### src/rtl/onfi_pkg.sv
// Shared definitions for the ONFI command/address bus sequencer.
// Holds the FSM state encoding, the READ STATUS opcode, timing defaults
// and small helpers for address-byte selection and cycle-count clamping.
package onfi_pkg;

   typedef enum logic [2:0] {
      ST_IDLE    = 3'd0,
      ST_CMD_LO  = 3'd1,
      ST_CMD_HI  = 3'd2,
      ST_ADDR_LO = 3'd3,
      ST_ADDR_HI = 3'd4,
      ST_WAIT    = 3'd5,
      ST_DATA    = 3'd6
   } onfi_state_e;

   localparam logic [7:0] ONFI_CMD_READ_STATUS = 8'h70;
   localparam int         ONFI_TWHR_DEF        = 6;
   localparam int         ONFI_TIMEOUT_DEF     = 1024;

   // At most five address cycles exist on the bus; 6 and 7 collapse to 5.
   function automatic logic [2:0] clamp_naddr(input logic [2:0] n);
      return (n > 3'd5) ? 3'd5 : n;
   endfunction

   // Address bytes go out LSB first; the 32-bit address has no byte 4,
   // so that cycle carries zero.
   function automatic logic [7:0] addr_byte(input logic [31:0] addr,
                                            input logic [2:0]  idx);
      case (idx)
         3'd0:    return addr[7:0];
         3'd1:    return addr[15:8];
         3'd2:    return addr[23:16];
         3'd3:    return addr[31:24];
         default: return 8'h00;
      endcase
   endfunction

endpackage

### src/rtl/onfi_rr_arb.sv
// Two-way round-robin arbiter. Grant is combinational from req and the
// priority pointer; the pointer moves past the winner when upd is high
// and a grant is issued. After reset requester 0 has priority.
module onfi_rr_arb (
   input  logic       clk,
   input  logic       rst,
   input  logic [1:0] req,
   input  logic       upd,
   output logic [1:0] grant
);

   // prio = index of the requester that wins a tie
   logic prio;

   // Resolve a tie with the pointer; a single request wins outright.
   always_comb begin
      grant = 2'b00;
      if (req == 2'b11) grant = prio ? 2'b10 : 2'b01;
      else              grant = req;
   end

   // Hand priority to the requester that was not just served.
   always_ff @(posedge clk or posedge rst) begin
      if (rst)                        prio <= 1'b0;
      else if (upd && grant != 2'b00) prio <= grant[0];
   end

endmodule

### src/rtl/onfi_bus_seq.sv
// ONFI command/address bus sequencer for two requesters (status poller,
// page engine). Arbitrates, drives CMD / ADDR latch cycles, waits tWHR,
// then holds the data phase until the owner releases.
// Valid/ready: reqN is a level sampled only in IDLE; a request dropped
// before that sample is lost; gnt (one-hot) marks the owner from CMD_LO
// through DATA; the owner's relN is honoured only in DATA; done pulses
// one cycle on normal completion.
// Optional macro ONFI_SEQ_TIMEOUT_EN adds a data-phase watchdog that
// pulses err and returns to IDLE after TIMEOUT_CYC cycles in DATA.
module onfi_bus_seq
   import onfi_pkg::*;
#(
   parameter int TWHR_CYC    = ONFI_TWHR_DEF,
   parameter int TIMEOUT_CYC = ONFI_TIMEOUT_DEF
) (
   input  logic        onfi_clk,
   input  logic        onfi_rst,
   input  logic        r0_req,
   input  logic [7:0]  r0_cmd,
   input  logic [31:0] r0_addr,
   input  logic [2:0]  r0_naddr,
   input  logic        r0_rel,
   input  logic        r1_req,
   input  logic [7:0]  r1_cmd,
   input  logic [31:0] r1_addr,
   input  logic [2:0]  r1_naddr,
   input  logic        r1_rel,
   output logic [1:0]  gnt,
   output logic        data_ph,
   output logic [1:0]  done,
   output logic        onfi_cen,
   output logic        onfi_cle,
   output logic        onfi_ale,
   output logic        onfi_wen,
   output logic [7:0]  onfi_dq_o,
   output logic        onfi_dq_en,
   output logic        err,
   output onfi_state_e dbg_state
);

   localparam int CNT_MAX = (TIMEOUT_CYC > TWHR_CYC) ? TIMEOUT_CYC : TWHR_CYC;
   localparam int CNT_W   = $clog2(CNT_MAX + 1);

   onfi_state_e      state;
   logic             owner;
   logic [31:0]      addr_q;
   logic [2:0]       naddr_q;
   logic [2:0]       idx;
   logic [CNT_W-1:0] cnt;
   logic [1:0]       grant;
   logic [7:0]       sel_cmd;
   logic [31:0]      sel_addr;
   logic [2:0]       sel_naddr;
   logic             owner_rel;

   assign dbg_state = state;

   onfi_rr_arb u_arb (
      .clk   (onfi_clk),
      .rst   (onfi_rst),
      .req   ({r1_req, r0_req}),
      .upd   (state == ST_IDLE),
      .grant (grant)
   );

   // Select the winning requester's transaction fields and the owner's release.
   always_comb begin
      sel_cmd   = grant[1] ? r1_cmd   : r0_cmd;
      sel_addr  = grant[1] ? r1_addr  : r0_addr;
      sel_naddr = grant[1] ? r1_naddr : r0_naddr;
      owner_rel = owner ? r1_rel : r0_rel;
   end

`ifndef ONFI_SEQ_TIMEOUT_EN
   assign err = 1'b0;
`endif

   // Bus sequencing FSM; every bus pin is registered here.
   always_ff @(posedge onfi_clk or posedge onfi_rst) begin
      if (onfi_rst) begin
         state      <= ST_IDLE;
         owner      <= 1'b0;
         addr_q     <= '0;
         naddr_q    <= '0;
         idx        <= '0;
         cnt        <= '0;
         gnt        <= 2'b00;
         data_ph    <= 1'b0;
         done       <= 2'b00;
         onfi_cen   <= 1'b1;
         onfi_cle   <= 1'b0;
         onfi_ale   <= 1'b0;
         onfi_wen   <= 1'b1;
         onfi_dq_o  <= 8'h00;
         onfi_dq_en <= 1'b0;
`ifdef ONFI_SEQ_TIMEOUT_EN
         err        <= 1'b0;
`endif
      end else begin
         done <= 2'b00;
`ifdef ONFI_SEQ_TIMEOUT_EN
         err  <= 1'b0;
`endif
         case (state)
            ST_IDLE: begin
               if (grant != 2'b00) begin
                  owner      <= grant[1];
                  addr_q     <= sel_addr;
                  naddr_q    <= clamp_naddr(sel_naddr);
                  gnt        <= grant;
                  onfi_cen   <= 1'b0;
                  onfi_cle   <= 1'b1;
                  onfi_wen   <= 1'b0;
                  onfi_dq_o  <= sel_cmd;
                  onfi_dq_en <= 1'b1;
                  state      <= ST_CMD_LO;
               end
            end
            ST_CMD_LO: begin
               onfi_wen <= 1'b1;
               state    <= ST_CMD_HI;
            end
            ST_CMD_HI: begin
               onfi_cle <= 1'b0;
               if (naddr_q != 3'd0) begin
                  onfi_ale  <= 1'b1;
                  onfi_wen  <= 1'b0;
                  idx       <= 3'd0;
                  onfi_dq_o <= addr_byte(addr_q, 3'd0);
                  state     <= ST_ADDR_LO;
               end else begin
                  onfi_dq_en <= 1'b0;
                  onfi_dq_o  <= 8'h00;
                  cnt        <= '0;
                  state      <= ST_WAIT;
               end
            end
            ST_ADDR_LO: begin
               onfi_wen <= 1'b1;
               state    <= ST_ADDR_HI;
            end
            ST_ADDR_HI: begin
               if (idx == naddr_q - 3'd1) begin
                  onfi_ale   <= 1'b0;
                  onfi_dq_en <= 1'b0;
                  onfi_dq_o  <= 8'h00;
                  cnt        <= '0;
                  state      <= ST_WAIT;
               end else begin
                  idx       <= idx + 3'd1;
                  onfi_wen  <= 1'b0;
                  onfi_dq_o <= addr_byte(addr_q, idx + 3'd1);
                  state     <= ST_ADDR_LO;
               end
            end
            ST_WAIT: begin
               if (cnt == CNT_W'(TWHR_CYC - 1)) begin
                  cnt     <= '0;
                  data_ph <= 1'b1;
                  state   <= ST_DATA;
               end else begin
                  cnt <= cnt + 1'b1;
               end
            end
            ST_DATA: begin
               if (owner_rel) begin
                  done[owner] <= 1'b1;
                  gnt         <= 2'b00;
                  data_ph     <= 1'b0;
                  onfi_cen    <= 1'b1;
                  state       <= ST_IDLE;
               end
`ifdef ONFI_SEQ_TIMEOUT_EN
               else if (cnt == CNT_W'(TIMEOUT_CYC - 1)) begin
                  err      <= 1'b1;
                  gnt      <= 2'b00;
                  data_ph  <= 1'b0;
                  onfi_cen <= 1'b1;
                  state    <= ST_IDLE;
               end else begin
                  cnt <= cnt + 1'b1;
               end
`endif
            end
            default: state <= ST_IDLE;
         endcase
      end
   end

endmodule
### config.mk
export PLATFORM = sky130hd
export DESIGN_NAME = onfi_bus_seq
export DESIGN_NICKNAME = d
export VERILOG_FILES = /design/src/rtl/onfi_pkg.sv /design/src/rtl/onfi_rr_arb.sv /design/src/rtl/onfi_bus_seq.sv
export SDC_FILE = /design/constraint.sdc
export NUM_CORES = 1
export LEC_CHECK = 0
export CORE_MARGIN = 1.5
export CORE_UTILIZATION = 46
export CTS_CLUSTER_SIZE = 30
export DETAILED_ROUTE_END_ITERATION = 6
export HOLD_SLACK_MARGIN = 0.05
export PLACE_DENSITY = 0.78
export SYNTH_ARGS = -nofsm -noshare
export SYNTH_HDL_FRONTEND = slang
export SYNTH_SLANG_ARGS = --single-unit
### constraint.sdc
create_clock -name onfi_clk -period 4.7 [get_ports onfi_clk]
set_clock_uncertainty 0.05 [all_clocks]
set_input_delay 0.705 -clock onfi_clk [delete_from_list [all_inputs] [get_ports onfi_clk]]
set_output_delay 0.705 -clock onfi_clk [all_outputs]
set_load 0.005 [all_outputs]
# [Yosys cells after proc, flatten, opt, wreduce, memory -nomap -nowiden]
# Index checks and enable logic that the tools add are counted.
[word_totals] regBits=72 latchBits=0 mem_bits_rw=0 romBits=0 inputBits=92 out_inout_bits=22 wordCells=114 n_memories=0
[op_classes] n_addsub=3 mul=0 div_mod_pow=0 magnitude_cmp=3 n_eq_ne=19 n_shift=0 mux=48 n_bitwise=0 reduce_logical=25
[op_table] operator="2-to-1 mux 11 bit" count=3
[op_table] operator="one-hot mux 11 bit (3 select lines)" count=1
[op_table] operator="2-to-1 mux 32 bit" count=1
[op_table] operator="2-to-1 mux 8 bit" count=4
[op_table] operator="one-hot mux 8 bit (4 select lines)" count=1
[op_table] operator="2-to-1 mux 3 bit" count=9
[op_table] operator="one-hot mux 8 bit (3 select lines)" count=1
[op_table] operator="one-hot mux 3 bit (7 select lines)" count=1
[op_table] operator="AND reduction 3 bit" count=6
[op_table] operator="inequality test 2 bit, second input constant" count=7
[op_table] operator="== test 3 x 2 -> 1 bit, second input constant" count=4
[op_table] operator="2-to-1 mux 1 bit" count=12
[op_table] operator="2-to-1 mux 2 bit" count=6
[op_table] operator="adder 11 x 1 -> 11 bit, second input constant" count=1
[op_table] operator="== test 11 x 3 -> 1 bit, second input constant" count=1
[op_table] operator="nonzero test 2 bit" count=5
[op_table] operator="== test 3 bit, second input constant" count=3
[op_table] operator="nonzero test 3 bit" count=3
[op_table] operator="one-hot mux 1 bit (2 select lines)" count=4
[op_table] operator="AND reduction 4 bit" count=2
[op_table] operator="== test 3 x 1 -> 1 bit, second input constant" count=2
[op_table] operator="zero test 3 bit" count=2
[op_table] operator="one-hot mux 3 bit (2 select lines)" count=1
[op_table] operator="AND reduction 2 bit" count=3
[op_table] operator="14 further kinds" count=15

# [Logic depth before layout (Yosys ltp)]
# Gate-level depths: netlist (run 1).
[depth] depth_word=6 mapped_depth=7 mapped_depth_nobuf=6

# [By module]
# A second synthesis (run 1) with hierarchy kept.
[unflattened] hier_cells=400 hier_area_um2=3926.3
[modules_own_cells] mod="onfi_bus_seq" n_inst=1 cells_each=393 area_per_inst_um2=3867.5 seq_area_each_um2=1779.2
[modules_own_cells] mod="onfi_rr_arb" n_inst=1 cells_each=7 area_per_inst_um2=58.8 seq_area_each_um2=25.0

# [Worst setup path before layout (run 1)]
# No wires, ideal clock.
[synth_path] path_type="register to register" start="register idx[0]" end="register onfi_dq_o[0]" setup_time_ns=0.082 arrival_time_ns=1.790 required_ns=4.568 path_slack_ns=2.778 stages_incl_launch_ff=8 n_path_buf=1 period_less_slack_ns=1.922 cell_sequence="dfrtp_1 inv_1 ha_1 clkbuf_1 nor4_1 nor3_1 nand3_1 a31oi_1"
[synth_via] elab_chain_cells=5
[synth_lines] element="start, declared" line="onfi_bus_seq.sv:48" text="logic [2:0] idx;"
[synth_lines] element="start signal, assigned" line="onfi_bus_seq.sv:150" text="idx <= idx + 3'd1;"
[synth_lines] element="adder 3 x 1 -> 3 bit" line="onfi_bus_seq.sv:152" text="onfi_dq_o <= addr_byte(addr_q, idx + 3'd1);"
[synth_lines] element="== test 3 x 2 -> 1 bit (tied with other cells)" line="onfi_pkg.sv:29" text="case (idx)"
[synth_lines] element="one-hot mux 8 bit (4 select lines)" line="onfi_pkg.sv:29"
[synth_lines] element="2-to-1 mux 8 bit *" line="onfi_bus_seq.sv:143" text="if (idx == naddr_q - 3'd1) begin"
[synth_lines] element="one-hot mux 8 bit (3 select lines) *" line="onfi_bus_seq.sv:104" text="case (state)"
[synth_lines] element="end signal, assigned" line="onfi_bus_seq.sv:114" text="onfi_dq_o <= sel_cmd;"
[synth_lines] element="end signal, assigned" line="onfi_bus_seq.sv:129" text="onfi_dq_o <= addr_byte(addr_q, 3'd0);"
[synth_lines] element="end signal, assigned" line="onfi_bus_seq.sv:152"
[synth_lines] element="end, declared" line="onfi_bus_seq.sv:35" text="output logic [7:0] onfi_dq_o,"
# Every way passes the cells marked *; elsewhere a longest branch is shown, timed or not.
# A chain may end at the register's enable or synchronous reset.

# [Worst setup path after layout (run 1)]
[layout_path] start="register state[0] (netlist: dbg_state[0])" end="register addr_q[4]"
[layout_via] elab_chain_cells=2
[layout_lines] element="start, declared" line="onfi_bus_seq.sv:44" text="onfi_state_e state;"
[layout_lines] element="start signal, assigned" line="onfi_bus_seq.sv:81" text="state <= ST_IDLE;"
[layout_lines] element="start signal, assigned" line="onfi_bus_seq.sv:116" text="state <= ST_CMD_LO;"
[layout_lines] element="start signal, assigned" line="onfi_bus_seq.sv:121" text="state <= ST_CMD_HI;"
[layout_lines] element="zero test 3 bit" line="onfi_bus_seq.sv:104"
[layout_lines] element="AND reduction 2 bit (no line)"
[layout_lines] element="end signal, assigned" line="onfi_bus_seq.sv:108" text="addr_q <= sel_addr;"
[layout_lines] element="end, declared" line="onfi_bus_seq.sv:46" text="logic [31:0] addr_q;"
# Every way passes these cells.

==> impl_metrics.json, run 1 <==
{
  "clk_pin_slew_worst_paths_ns": 0.08,
  "multi_input_area_mm2": 0.00200,
  "hpwl_um": 7670,
  "stdcell_area_mm2": 0.00533,
  "power_density_mw_per_mm2": 564,
  "p_int_uw": 1820,
  "synth_ff_type": "dfrtp_1",
  "ys_seq_area_share_pct": 45.1,
  "synth_nets": 562,
  "hold_buffers": 0,
  "hp-class": "reg -> reg",
  "grt_pass1_wl_um": 17400,
  "outcome": "completed",
  "fp.dieW_um": 96.3,
  "regArea_mm2": 0.00180,
  "synthArstFlopShare_pct": 100,
  "arrival_ns": 3.08,
  "crit_slowest_cell": "and2_2",
  "synth_area_mm2": 0.00400,
  "crit_required_ns": 4.90,
  "grt_usage_pct": 24.7,
  "synth_most_common_cell": "nand2_1",
  "cts_max_level": 3,
  "critPathCaptureType": "flip-flop",
  "synthAdderAreaFrac_pct": 2.81,
  "worstSkewPairLatency_ns": 0.34,
  "first_pass_iters": 5,
  "drtAntennaViolNets": 0,
  "cts_setup_buffers": 0,
  "port_buffers": 112,
  "r2r-start": "dbg_state[0]$_DFFE_PP0P_",
  "reg2regPathDepth": 4,
  "grt_pass1_vias": 3513,
  "drc": 0,
  "start_kind": "flip-flop",
  "nFillCells": 716,
  "yosys.area.top_type": "dfrtp_1",
  "max_slew.worst_pin.slew_ns": 1.15,
  "syn_inst": 461,
  "p_sw_uw": 1190,
  "ys_types": 52,
  "cap_violations": 0,
  "final_cells": 664,
  "dieArea_mm2": 0.00927,
  "synthTopCellsByCount": "nand2_1, dfrtp_1, nor2_1",
  "post-route-period-util_pct": 61.3,
  "io_pins": 114,
  "crit_type": "reg -> reg",
  "irDropWorstVdd_mv": 0.270,
  "power_frac_clock_pct": 17.7,
  "syn_area_per_cell_um2": 8.68,
  "synth.area.top_cells": "dfrtp_1, nand2_1, a31oi_1",
  "cts_buffers": 9,
  "area_growth_syn_to_layout_pct": 33.2,
  "hold_viol": 0,
  "pwr-share-seq_pct": 37.8,
  "fmax_mhz": 347,
  "setup_viol": 0,
  "leakagePower_uw": 0.00227,
  "yosys.area_share.simple_pct": 22.8,
  "combPwrFrac_pct": 44.5,
  "crit_chain": "nor3_1, and2_2, nor2_1, a31oi_1",
  "synth_top_area_share_pct": 43.8,
  "antenna_found_initial": 0,
  "dpl.cell_count": 648,
  "hold_depth": 2,
  "die_h_um": 96.3,
  "routed_via_density": 5.80,
  "cts_resized": 0,
  "yosys_warnings": 0,
  "cts.sinks": 72,
  "cts_tree": "done",
  "swShare_pct": 39.6,
  "nets": 655,
  "p_total_uw": 3010,
  "wl_per_cell_um": 16.3,
  "clockBufferDepth": 2,
  "drt_iter0_drc": 287,
  "maxSlewViolCount": 0,
  "start_util_pct": 48.0,
  "gp_congestion": 0.863,
  "timing.hold.ws_ns": 0.430,
  "muxShareOfSynthArea_pct": 1.09,
  "placed_area_mm2": 0.00512,
  "ys_ff_latch": 72,
  "vias": 3848,
  "overflow": 0,
  "hold_start": "onfi_cen$_DFFE_PP1P_",
  "synth-xor-area-share_pct": 1.69,
  "synth_top_family_by_area": "simple AND/OR/NAND/NOR gates",
  "fin_tns_setup_ns": 0,
  "grt_setup_unrepaired": "false",
  "critical_path.max_fanout": 70,
  "drive_above_1_share_pct": 5.90,
  "synth_edf_count": 0,
  "core_area_mm2": 0.00834,
  "fin_crit_ns": 2.88,
  "critPathLaunch": "dbg_state[0]$_DFFE_PP0P_",
  "finalWirelength_um": 10800,
  "grt_max_degree": 71,
  "clockRootBuffer": "clkbuf_8",
  "diodes": 0,
  "slew_headroom_pct": 23.2,
  "synth-compound-area-share_pct": 21.5,
  "max_stage_delay_ns": 1.05,
  "row_count": 33
}
## critical path: cells and delay by family (launching register included)
| family | cells | cell delay, ns |
|---|---|---|
| AO/OA/AOI/OAI | 1 | 0.20 |
| flip-flops | 1 | 0.57 |
| AND/OR/NAND/NOR | 3 | 1.93 |
## layout by cell type (no fill, tap or decap), types with 10 or more instances in the layout
| master | Yosys | routed |
|---|---|---|
| clkdlybuf4s50_1 | 0 | 112 |
| nand2_1 | 87 | 87 |
| dfrtp_1 | 70 | 70 |
| nor2_1 | 49 | 49 |
| a31oi_1 | 47 | 47 |
| a22oi_1 | 17 | 17 |
| nand3_1 | 15 | 15 |
| a21oi_1 | 15 | 15 |
| and3_1 | 13 | 13 |
| o21ai_0 | 10 | 10 |
## path summary, 6_finish.rpt
path	to	slack, ns
worst max-delay path	addr_q[4]$_DFFE_PP0P_	1.82
worst min-delay path	onfi_cen$_DFFE_PP1P_	0.43
worst max register to register	addr_q[4]$_DFFE_PP0P_	1.82
worst min register to register	onfi_cen$_DFFE_PP1P_	0.43
max in group asynchronous	addr_q[14]$_DFFE_PP0P_	2.83
min in group asynchronous	u_arb.prio$_DFFE_PP0P_	0.88
## cells by family (layout without fill, tap and decap cells)
group,count (synthesis),in the layout
compound gates,125,125
simple gates,201,201
buf+inv,43,141
other cells,1,1
fa+ha+maj,9,9
flops,72,72
xor+xnor,6,6
mux,4,4
## power groups by stage
stage | registers, uW | logic (uW) | clock network (uW)
2_1_floorplan | 1050 | 936 | 0
3_3_place_gp | 1130 | 1280 | 0
3_5_place_dp | 1140 | 1320 | 0
4_1_cts | 1130 | 1330 | 538
5_1_grt | 1170 | 1490 | 560
6_report | 1140 | 1340 | 532
## registers in the layout, summed over array words and instances, names as in the netlist, 2 cells and up
signal,count
addr_q,32
cnt,11
dbg_state,3
done,2
gnt,2
idx,3
naddr_q,3
onfi_dq_o,8
## per-stage QoR
stage	util, %	setup slack [ns]
after floorplan	-	2.12
after global placement	61.4	1.60
after detailed placement	61.4	1.55
after CTS	63.9	1.86
after global routing	63.9	1.52
final	63.9	1.82
## metal layers
layer	vias to the layer above	GRT usage, %	share of wire, %
met1	1843	34.7	46
met2	156	38.5	47
li1	1831	-	-
met5	-	0	0
met4	0	9.56	1.6
met3	18	3.40	6.1
## final cells by class
class / instances / area share [%]
Multi-Input combinational cell: 346 / 37.5
Sequential cell: 72 / 33.8
Timing Repair Buffer: 115 / 21.5
Clock buffer: 11 / 2.46
Tap cell: 105 / 2.46
Clock inverter: 5 / 1.53
Inverter: 10 / 0.704
Note: power is estimated with default switching activity, not from simulation.
==> inputs of run 2 (changes only) <==
--- a/config.mk
+++ b/config.mk
@@ -6,7 +6,7 @@
 export NUM_CORES = 1
 export LEC_CHECK = 0
 export CORE_MARGIN = 1.5
-export CORE_UTILIZATION = 46
+export CORE_UTILIZATION = 44
 export CTS_CLUSTER_SIZE = 30
 export DETAILED_ROUTE_END_ITERATION = 6
 export HOLD_SLACK_MARGIN = 0.05
==> constraint.sdc (replaced) <==
create_clock -name onfi_clk -period 2.5 [get_ports onfi_clk]
set_clock_uncertainty 0.05 [all_clocks]
set_input_delay 0.375 -clock onfi_clk [delete_from_list [all_inputs] [get_ports onfi_clk]]
set_output_delay 0.375 -clock onfi_clk [all_outputs]
set_load 0.005 [all_outputs]
==> impl_metrics.json, run 2 (synthesized netlist as in run 1, its figures left out) <==
{
  "grt_usage_pct": 23.2,
  "arrival_ns": 2.36,
  "fp.dieW_um": 98.4,
  "wl_per_cell_um": 16.2,
  "overflow": 0,
  "reg2regPathDepth": 6,
  "first_pass_iters": 5,
  "post-route-period-util_pct": 86.8,
  "timing.hold.ws_ns": 0.300,
  "drive_above_1_share_pct": 7.43,
  "slew_headroom_pct": 40.1,
  "nets": 661,
  "setup_viol": 0,
  "cap_violations": 0,
  "io_pins": 114,
  "r2r_slack_ns": 0.33,
  "drtAntennaViolNets": 0,
  "final_cell_mix": "clkdlybuf4s50_1, nand2_1, dfrtp_1",
  "core_area_mm2": 0.00876,
  "clockRootBuffer": "clkbuf_8",
  "clk_pin_slew_worst_paths_ns": 0.08,
  "routed_via_density": 5.80,
  "cts_max_level": 3,
  "gp_congestion": 0.933,
  "hpwl_um": 7840,
  "worstSkewPairLatency_ns": 0.35,
  "dpl.cell_count": 657,
  "reg_top3": "addr_q (32), cnt (11), onfi_dq_o (8)",
  "utilization_pct": 62.0,
  "crit_required_ns": 2.69,
  "grt_max_degree": 56,
  "hold_viol": 0,
  "diodes": 0,
  "cts_setup_buffers": 0,
  "largest_reg_flops": 32,
  "drt_iter0_drc": 200,
  "cts_buffers": 9,
  "power_density_mw_per_mm2": 1070,
  "final_cells": 673,
  "area_growth_syn_to_layout_pct": 35.8,
  "dr_wl_met2_um": 5230,
  "fmax_mhz": 461,
  "die_h_um": 98.4,
  "outcome": "completed",
  "grt_pass1_vias": 3694,
  "dieArea_mm2": 0.00968,
  "regMostFlops": "addr_q",
  "max_slew.worst_pin.slew_ns": 0.897,
  "grt_setup_unrepaired": "false",
  "fin_tns_setup_ns": 0,
  "maxSlewViolCount": 0,
  "grt_pass1_wl_um": 18100,
  "crit_type": "reg -> reg",
  "start_util_pct": 45.7,
  "port_buffers": 112,
  "critical_path.max_fanout": 11,
  "start_kind": "flip-flop",
  "wl_met1_um": 4730,
  "fin_crit_ns": 2.17,
  "drc": 0,
  "r2r-start": "naddr_q[0]$_DFFE_PP0P_",
  "cts_tree": "done",
  "clockBufferDepth": 2,
  "leakagePower_uw": 0.00232,
  "wl_met3_um": 725,
  "irDropWorstVdd_mv": 0.410,
  "highest_layer": "met4",
  "r2r_end": "cnt[10]$_DFFE_PP0P_",
  "antenna_found_initial": 0,
  "row_count": 34,
  "cts.sinks": 72,
  "vias": 3901,
  "final_common_cell": "clkdlybuf4s50_1",
  "critPathCaptureType": "flip-flop",
  "hp-class": "in -> async",
  "finalWirelength_um": 10900
}
==> run 2: repair_timing <==
action	4_1_cts	5_1_grt
endpoints found under the hold margin	0	0
gates resized for setup	0	1
setup endpoints to repair	0	6
hold buffers	0	0
==> run 2: worst max-delay path, stage by stage, from the launching register on <==
cell,delay (ns)
dfrtp_1,0.41
inv_1,0.08
ha_1,0.31
xor2_1,0.34
a31oi_1,0.13
o21a_1,0.33
a221o_1,0.40
==> run 2: layer usage <==
metal | GRT usage (%) | vias to the layer above
li1 | - | 1848
met1 | 31.3 | 1874
met2 | 37.5 | 160
met3 | 3.72 | 19
met4 | 9.32 | 0
met5 | 0 | -
==> run 2: worst max-delay path by stage <==
stage / from / end / slack, ns / cells past startpoint
2_1_floorplan: onfi_rst / addr_q[0]$_DFFE_PP0P_ / 0.25 / 1
3_3_place_gp: idx[0]$_DFFE_PP0P_ / onfi_dq_o[0]$_DFFE_PP0P_ / 0.34 / 6
3_5_place_dp: r0_req / naddr_q[0]$_DFFE_PP0P_ / 0.27 / 6
4_1_cts: idx[0]$_DFFE_PP0P_ / onfi_dq_o[0]$_DFFE_PP0P_ / 0.20 / 6
5_1_grt: naddr_q[0]$_DFFE_PP0P_ / cnt[10]$_DFFE_PP0P_ / 0.16 / 6
6_report: naddr_q[0]$_DFFE_PP0P_ / cnt[10]$_DFFE_PP0P_ / 0.33 / 6
==> run 2: final cells by class <==
cell class | count | area (um2)
Fill cell | 771 | 3330
Multi-Input combinational cell | 346 | 2010
Sequential cell | 72 | 1800
Timing Repair Buffer | 121 | 1210
Clock buffer | 12 | 165
Tap cell | 108 | 135
Clock inverter | 4 | 75.1
Inverter | 10 | 37.5
==> run 2: stage by stage <==
| stage | total power [uW] | worst slack, ns | cell area, um2 |
|---|---|---|---|
| after global placement | 4580 | 0.339 | 5190 |
| after global routing | 6230 | 0.160 | 5440 |
| after floorplan | 3740 | 0.253 | 4000 |
| after detailed placement | 4700 | 0.269 | 5190 |
| after CTS | 5800 | 0.205 | 5430 |
| final | 5800 | 0.329 | 5440 |
==> run 2: report_power, final <==
| group | total (uW) | leakage (uW) | internal, uW | switching [uW] |
|---|---|---|---|---|
| Clock | 1090 | 0.000115 | 644 | 444 |
| Combinational | 2580 | 0.00136 | 1220 | 1360 |
| Sequential | 2130 | 0.000852 | 1680 | 450 |
==> inputs of run 3 (changes only) <==
--- a/config.mk
+++ b/config.mk
@@ -6,7 +6,7 @@
 export NUM_CORES = 1
 export LEC_CHECK = 0
 export CORE_MARGIN = 1.5
-export CORE_UTILIZATION = 44
+export CORE_UTILIZATION = 46
 export CTS_CLUSTER_SIZE = 30
 export DETAILED_ROUTE_END_ITERATION = 6
 export HOLD_SLACK_MARGIN = 0.05
==> constraint.sdc (replaced) <==
create_clock -name onfi_clk -period 2.4 [get_ports onfi_clk]
set_clock_uncertainty 0.05 [all_clocks]
set_input_delay 0.36 -clock onfi_clk [delete_from_list [all_inputs] [get_ports onfi_clk]]
set_output_delay 0.36 -clock onfi_clk [all_outputs]
set_load 0.005 [all_outputs]
==> impl_metrics.json, run 3 (synthesized netlist as in run 1, its figures left out) <==
{
  "outcome": "completed",
  "critPathCaptureType": "flip-flop",
  "worstSkewPairLatency_ns": 0.37,
  "hp-class": "in -> async",
  "antenna_found_initial": 0,
  "clk_pin_slew_worst_paths_ns": 0.09,
  "cts_buffers": 9,
  "largest_reg_flops": 32,
  "die_h_um": 96.3,
  "dpl.cell_count": 657,
  "final_common_cell": "clkdlybuf4s50_1",
  "cts.sinks": 72,
  "crit_required_ns": 2.62,
  "fp.dieW_um": 96.3,
  "reg_top3": "addr_q (32), cnt (11), onfi_dq_o (8)",
  "start_kind": "flip-flop",
  "cts_max_level": 3,
  "grt_max_degree": 73,
  "clockRootBuffer": "clkbuf_8",
  "critPathBufInv": 2,
  "slew_headroom_pct": 40.8,
  "final_cells": 673,
  "drive_above_1_share_pct": 7.92,
  "drt_iter0_drc": 228,
  "highest_layer": "met4",
  "grt_pass1_vias": 3529,
  "regMostFlops": "addr_q",
  "cpLargestDelayFamily": "compound AO/OA/AOI/OAI gates",
  "nets": 664,
  "cap_violations": 0,
  "vias": 3769,
  "maxSlewViolCount": 0,
  "start_util_pct": 48.0,
  "drtAntennaViolNets": 0,
  "crit_chain": "inv_1, ha_1, xnor3_2, a311oi_4, buf_4, nand3_1, a31oi_1",
  "crit_path_end": "onfi_dq_o[3]$_DFFE_PP0P_",
  "r2r_end": "onfi_dq_o[3]$_DFFE_PP0P_",
  "hpwl_um": 7760,
  "grt_usage_pct": 24.4,
  "finalWirelength_um": 10700,
  "cts_setup_buffers": 0,
  "core_area_mm2": 0.00834,
  "leakagePower_uw": 0.00234,
  "overflow": 0,
  "port_buffers": 112,
  "cp.depth": 7,
  "clockBufferDepth": 2,
  "critPathLaunch": "naddr_q[0]$_DFFE_PP0P_",
  "wl_met3_um": 649,
  "r2r-start": "naddr_q[0]$_DFFE_PP0P_",
  "fin_tns_setup_ns": 0,
  "post-route-period-util_pct": 89.0,
  "first_pass_iters": 4,
  "dr_wl_met2_um": 4970,
  "max_stage_delay_ns": 0.41,
  "hold_buffers": 0,
  "setup_viol": 0,
  "final_cell_mix": "clkdlybuf4s50_1, nand2_1, dfrtp_1",
  "r2r_slack_ns": 0.26,
  "crit_slowest_cell": "xnor3_2",
  "arrival_ns": 2.36,
  "drc": 0,
  "fin_crit_ns": 2.14,
  "routed_via_density": 5.60,
  "grt_pass1_wl_um": 17100,
  "critical_path.max_fanout": 10,
  "gp_congestion": 0.813,
  "row_count": 33,
  "diodes": 0,
  "fmax_mhz": 468,
  "crit_type": "reg -> reg",
  "reg2regPathDepth": 7,
  "power_density_mw_per_mm2": 1100,
  "wl_per_cell_um": 15.9,
  "dieArea_mm2": 0.00927,
  "wl_met1_um": 4890,
  "irDropWorstVdd_mv": 0.373,
  "grt_setup_unrepaired": "false",
  "max_slew.worst_pin.slew_ns": 0.885,
  "cts_tree": "done",
  "area_growth_syn_to_layout_pct": 36.2,
  "io_pins": 114,
  "hold_viol": 0
}
==> run 3: cell types whose count changed in the layout (fill, tap and decap cells not counted), sizes merged <==
cell | previous run | this run
bufinv | 2 | 1
buf | 9 | 12
inv | 10 | 13
clkinv | 0 | 1
clkinvlp | 2 | 1
clkbuf | 12 | 10
==> run 3: worst register-to-register path, cell delays in order (launching register included) <==
cell and delay (ns):
dfrtp_1 0.40, inv_1 0.08, ha_1 0.22, xnor3_2 0.41, a311oi_4 0.36, buf_4 0.23
nand3_1 0.09, a31oi_1 0.21
==> run 3: area by class of cell <==
cell class / instances / area, um2
timing repair buffer: 124 / 1260
fill: 682 / 2890
clock inverter: 6 / 75.1
inverter: 10 / 37.5
sequential: 72 / 1800
clock buffer: 10 / 138
multi-input combinational: 346 / 2010
tap: 105 / 131
==> run 3: where the power goes <==
part           switching (uW)  total (uW)  leakage [uW]  internal [uW]
registers                 493        2240      0.000852           1750
clock network             508        1030      0.000105            525
logic                    1400        2730       0.00138           1330
==> run 3: through the flow <==
stage	worst slack [ns]	cell area, um2	power, uW	utilization [%]	hold slack [ns]
after global routing	0.123	5450	6460	65.4	0.411
after CTS	0.195	5450	6010	65.3	0.378
final	0.265	5450	6010	65.4	0.350
after global placement	0.348	5240	4880	62.8	0.404
after floorplan	0.168	4000	3900	-	0.391
after detailed placement	0.222	5240	4980	62.8	0.405
==> run 3: worst min-delay path by stage <==
stage,start,endpoint,slack (ns),cells after the start
global placement,onfi_cen$_DFFE_PP1P_,onfi_cen$_DFFE_PP1P_,0.40,2
finish,onfi_rst,onfi_dq_o[1]$_DFFE_PP0P_,0.35,3
CTS,onfi_rst,u_arb.prio$_DFFE_PP0P_,0.38,3
detailed placement,onfi_cen$_DFFE_PP1P_,onfi_cen$_DFFE_PP1P_,0.41,2
floorplan,u_arb.prio$_DFFE_PP0P_,u_arb.prio$_DFFE_PP0P_,0.39,1
global route,onfi_rst,onfi_cle$_DFFE_PP0P_,0.41,3
==> run 3: repair_timing <==
action | in CTS | in global routing
endpoints found under the hold margin | 0 | 0
gates resized for setup | 0 | 1
setup endpoints to repair | 0 | 4
==> run 3: routing by layer <==
layer	up-vias	track usage [%]
li1	1846	-
met1	1801	33.5
met2	109	38.7
met3	13	4.19
met4	0	8.95
met5	-	0
